### src/rtl/vnu_extr_accum.sv
// Serial variable-node update: accumulates channel LLR plus check messages, then
// streams out per-message extrinsics (total minus message), saturated, sign-magnitude.
module vnu_extr_accum #(
  parameter int DW      = 6,
  parameter int ACC_W   = 10,
  parameter int DEG_MAX = 8
) (
  input  logic          i_clk,
  input  logic          i_rst,
  input  logic          i_valid,
  output logic          o_ready,
  input  logic [DW-1:0] i_data,
  input  logic          i_corr,
  input  logic          i_first,
  input  logic          i_last,
  output logic          o_valid,
  input  logic          i_ready,
  output logic [DW-1:0] o_data,
  output logic          o_last,
  output logic          o_hd,
  output logic          o_err
);

  localparam int CW = $clog2(DEG_MAX + 1);
  localparam int AW = (DEG_MAX > 1) ? $clog2(DEG_MAX) : 1;
  localparam int MW = DW + 1;
  localparam int EW = ACC_W + 1;

  typedef enum logic {ACC, OUT} state_t;

  state_t            state, state_nxt;
  logic              frame_open;
  logic [CW-1:0]     count, rptr;
  logic [ACC_W-1:0]  acc;
  logic [MW-1:0]     buffer [DEG_MAX];

  logic [ACC_W-1:0]  beat_v, acc_after;
  logic [MW-1:0]     beat_m, entry0, next_msg;
  logic [CW-1:0]     count_after, rnext;
  logic              accept, is_msg, msg_ok, msg_ovf, go_out, out_xfer;

  function automatic logic [DW-1:0] extr(input logic [ACC_W-1:0] a,
                                         input logic [MW-1:0] m);
    logic [EW-1:0] e;
    logic [EW-1:0] mag;
    logic [DW-2:0] sat;
    e   = {a[ACC_W-1], a} - {{(EW-MW){m[MW-1]}}, m};
    mag = e[EW-1] ? (EW'(0) - e) : e;
    sat = (mag > EW'(2**(DW-1) - 1)) ? '1 : mag[DW-2:0];
    return {e[EW-1], sat};
  endfunction

  always_comb begin
    beat_v      = {{(ACC_W-DW){i_data[DW-1]}}, i_data} + {{(ACC_W-1){1'b0}}, i_corr};
    beat_m      = {i_data[DW-1], i_data} + {{DW{1'b0}}, i_corr};
    accept      = i_valid && (state == ACC);
    is_msg      = accept && !i_first;
    msg_ok      = is_msg && frame_open && (count < CW'(DEG_MAX));
    msg_ovf     = is_msg && frame_open && (count == CW'(DEG_MAX));
    count_after = msg_ok ? count + CW'(1) : count;
    acc_after   = msg_ok ? acc + beat_v : acc;
    go_out      = is_msg && frame_open && i_last && (count_after != '0);
    // The first message of a frame is still in flight on the last beat when count is 0.
    entry0      = (msg_ok && count == '0) ? beat_m : buffer[0];
    out_xfer    = (state == OUT) && o_valid && i_ready;
    rnext       = rptr + CW'(1);
    next_msg    = buffer[rnext[AW-1:0]];
  end

  always_ff @(posedge i_clk) begin
    if (i_rst) state <= ACC;
    else       state <= state_nxt;
  end

  always_comb begin
    state_nxt = state;
    case (state)
      ACC:     if (go_out) state_nxt = OUT;
      OUT:     if (out_xfer && o_last) state_nxt = ACC;
      default: state_nxt = ACC;
    endcase
  end

  always_comb begin
    o_ready = (state == ACC);
  end

  always_ff @(posedge i_clk) begin
    if (msg_ok) buffer[count[AW-1:0]] <= beat_m;
  end

  always_ff @(posedge i_clk) begin
    if (i_rst) begin
      frame_open <= 1'b0;
      count      <= '0;
      rptr       <= '0;
      acc        <= '0;
      o_valid    <= 1'b0;
      o_last     <= 1'b0;
      o_data     <= '0;
      o_hd       <= 1'b0;
      o_err      <= 1'b0;
    end else if (state == ACC) begin
      if (accept && i_first) begin
        acc        <= beat_v;
        count      <= '0;
        frame_open <= 1'b1;
      end else if (is_msg && !frame_open) begin
        o_err <= 1'b1;
      end else if (is_msg) begin
        acc   <= acc_after;
        count <= count_after;
        if (msg_ovf) o_err <= 1'b1;
        if (go_out) begin
          o_valid <= 1'b1;
          o_data  <= extr(acc_after, entry0);
          o_last  <= (count_after == CW'(1));
          o_hd    <= acc_after[ACC_W-1];
          rptr    <= '0;
        end
      end
    end else if (out_xfer) begin
      if (o_last) begin
        o_valid    <= 1'b0;
        o_last     <= 1'b0;
        frame_open <= 1'b0;
      end else begin
        rptr   <= rnext;
        o_data <= extr(acc, next_msg);
        o_last <= (rnext == count - CW'(1));
      end
    end
  end

endmodule

### config.mk
export PLATFORM = sky130hd
export DESIGN_NAME = vnu_extr_accum
export DESIGN_NICKNAME = d
export VERILOG_FILES = /design/src/rtl/vnu_extr_accum.sv
export SDC_FILE = /design/constraint.sdc
export NUM_CORES = 1
export LEC_CHECK = 0
export CORE_ASPECT_RATIO = 0.75
export CORE_MARGIN = 2
export CORE_UTILIZATION = 30
export CTS_BUF_LIST = sky130_fd_sc_hd__clkbuf_16
export CTS_CLUSTER_DIAMETER = 30
export DETAILED_ROUTE_END_ITERATION = 8
export DONT_BUFFER_PORTS = 1
export GPL_ROUTABILITY_DRIVEN = 0
export PLACE_DENSITY_LB_ADDON = 0.15
export SLEW_MARGIN = 15
export SYNTH_ARGS = -nofsm -noshare
export SYNTH_HDL_FRONTEND = slang
export SYNTH_SLANG_ARGS = --single-unit
### constraint.sdc
create_clock -name i_clk -period 6 [get_ports i_clk]
set_input_delay 0.9 -clock i_clk [delete_from_list [all_inputs] [get_ports i_clk]]
set_output_delay 0.9 -clock i_clk [all_outputs]
set_load 0.01 [all_outputs]
==> metrics.yaml <==
synth:
  yosysTopAreaCellShare_pct: 27.97
  synth.ff_latch_count: 86
  synth_nets: 643
  netlist_area_um2: 6013
  synth_edf_count: 56
  yosysSeqAreaShare_pct: 37.95
  yosys-top-cells-count: "nor2_1 (61), edfxtp_1 (56), a21oi_1 (45)"
  synth_cell_types: 86
  synth.area.top_cells: "edfxtp_1 (28%), dfxtp_1 (10%), ha_1 (7.9%), mux4_2 (5.2%), nor2_1 (3.8%)"
  yosysWarnings: 0
  syn_area_per_cell_um2: 10.21
  async_reset_ff_share_pct: 0
  synthFlopType: "edfxtp_1"
  yosys.area.top_type: "edfxtp_1"
  synth_cells: 589
  synth_most_common_cell: "nor2_1"
clock_tree:
  clock_sinks: 86
  hold_buffers: 0
  cts_repair_resize_count: 0
  post-cts-setup-buffer-count: 0
  clock_latency_ps: 350
  clock_path_buffers: 2
  tritoncts: "yes"
  root_buffer: "clkbuf_16"
  cts_inserted_buffers: 9
  cts.clk_slew.worst_paths_ps: 70
  htree_levels: 3
detailed_routing:
  drtIter0Drc: 250
  wl_per_cell_um: 18.65
  ant_nets: 0
  vias: 4517
  via_per_inst: 5.295
  first_pass_iters: 6
  wirelength_mm: 15.91
  drc: 1
hold_path:
  holdCritStartpoint: "o_data[5]"
  hold_path.class: "reg2reg"
pwr:
  p_leak_nw: 2.472
  p_sw_share_pct: 30.54
  p_switching_mw: 0.4704
  p_int_mw: 1.070
  seq_power_share_pct: 42.3
  power_density_nw_per_um2: 231.5
  clockPowerShare_pct: 36.1
  ir_worst_vdd_v: 0.0001375
  power_frac_comb_pct: 21.6
setup_path:
  critPathCapture: "o_data[4]"
  crit_required_ps: 6230
  path_max_fanout: 14
  r2r-start: "rptr[1]"
  reg2reg_depth: 16
  r2r-end: "o_data[3]"
  worst_setup_path_start_kind: "input pin"
  cp.arrival_ps: 5540
  critPathCaptureType: "flip-flop"
  reg2reg_slack_ps: 1030
  crit_type: "in2reg"
  startpoint: "i_data[0]"
final_layout:
  drive_gt1_share_pct: 14.00
  layout.nets: 649
  n_antenna_cell: 0
  syn2layout_area_growth_pct: 10.65
  fin_util_pct: 34.14
  finalInstanceArea_um2: 6654
  fillCellCount: 1997
timing:
  worst_pin_slew_ps: 973.1
  finalCriticalPeriod_ps: 5314
  hold_viol: 0
  rsz0062_at_grt: "false"
  finalSetupTns_ps: 0
  finalCritPeriodShare_pct: 88.56
  slew_viol_final: 0
  skew_ps: 5.644
  max-slew-margin-rel_pct: 34.59
  fmax_mhz: 188.2
  setup_viol: 0
  holdWs_ps: 492.7
flow_run:
  maxCapViolCount: 0
place:
  place_area_um2: 6356
  port_buffers: 0
  post-dp-hpwl_mm: 12.65
floorplan:
  die_x_um: 167.5
  initial_core_util_pct: 30.86
  ios: 24
  die_h_um: 126.6
  rows: 44
  floorplan.core_area_um2: 19490
  die_area_um2: 21200
global_routing:
  grt_pass1_wl_mm: 25.21
  grt_pass1_vias: 4474
  antenna_found_initial: 0
  grt_usage_pct: 15.51
  grt_start_max_net_pins: 28
  grt-ovfl-total: 0
status:
  violations: "design-rule violations"
  status: "finished, violations left"
## worst max-delay path, cell delays in order
cell and delay [ps]:
ha_1 170, ha_1 220, nand4_1 150, and2_1 480
ha_1 340, o21ai_0 90, nand2b_1 100, nand2_1 80
a21oi_1 40, o21ai_0 150, nand2b_1 80, xnor2_1 140
nor2_1 70, xnor2_1 260, inv_1 80, ha_1 350
nor2b_1 360, o21ai_0 220, a211o_1 340, and3_1 270
o21ai_1 230, o2111ai_1 140, a211oi_1 190, o21ai_1 90
## layout make-up
| type | count | area (um2) | share of cell area (%) |
|---|---|---|---|
| Multi-Input combinational cell | 461 | 3558 | 53.48 |
| Sequential cell | 86 | 2282 | 34.30 |
| Tap cell | 253 | 316.6 | 4.757 |
| Clock buffer | 9 | 225.2 | 3.385 |
| Timing Repair Buffer | 16 | 120.1 | 1.805 |
| Inverter | 21 | 78.83 | 1.185 |
| Clock inverter | 7 | 72.57 | 1.091 |
## layer usage
layer | routed length, um | GRT usage [%] | share of wire (%)
met5 | 0 | 0 | 0
met4 | 99 | 3.120 | 0.62
met3 | 701 | 3.931 | 4.4
met2 | 6796 | 22.92 | 43
met1 | 8313 | 22.90 | 52
## state kept, by name, indices dropped and copies added, names as in the netlist
| register | count |
|---|---|
| acc | 10 |
| buffer | 56 |
| count | 4 |
| frame_open | 1 |
| o_data | 6 |
| o_err | 1 |
| o_hd | 1 |
| o_last | 1 |
| o_valid | 1 |
| rptr | 4 |
| state | 1 |
## power groups by stage
stage	Clock (mW)	Sequential (mW)	Combinational, mW
after CTS	0.578	0.651	0.335
after global routing	0.599	0.652	0.372
after floorplan	0	0.659	0.267
final	0.556	0.651	0.333
after global placement	0	0.664	0.329
after detailed placement	0	0.664	0.332
## layout by cell type, fill, tap and decap left out, types with 15 or more instances in the layout
cell type | netlist | routed
nand2_1 | 36 | 36
mux2i_1 | 15 | 15
nor3_1 | 16 | 16
ha_1 | 38 | 38
xnor2_1 | 24 | 24
buf_4 | 3 | 16
o21ai_0 | 23 | 23
edfxtp_1 | 56 | 56
nor2_1 | 61 | 61
a21oi_1 | 45 | 45
dfxtp_1 | 30 | 30
inv_1 | 19 | 19
## worst min path at each step
stage	to	slack [ps]	cells past startpoint
after floorplan	acc[0]	450	2
after global placement	acc[0]	480	2
after detailed placement	acc[0]	490	2
after CTS	acc[0]	500	2
after global routing	o_data[5]	530	2
final	o_data[5]	490	2
## logic make-up after synthesis
family | synth area share, %
mux | 8.676
simple gates | 16.83
flops | 37.95
xor+xnor | 5.785
compound gates | 18.87
buf+inv | 2.975
fa+ha+maj | 8.906
## per-stage QoR
stage,power (mW),std cells,worst slack (ps)
4_1_cts,1.563,853,695.5
3_5_place_dp,0.9967,837,342.9
3_3_place_gp,0.9929,837,509.2
5_1_grt,1.623,853,235.1
2_1_floorplan,0.9258,589,775.4
6_report,1.540,853,686.4
Power figures use the tool's default switching activity.
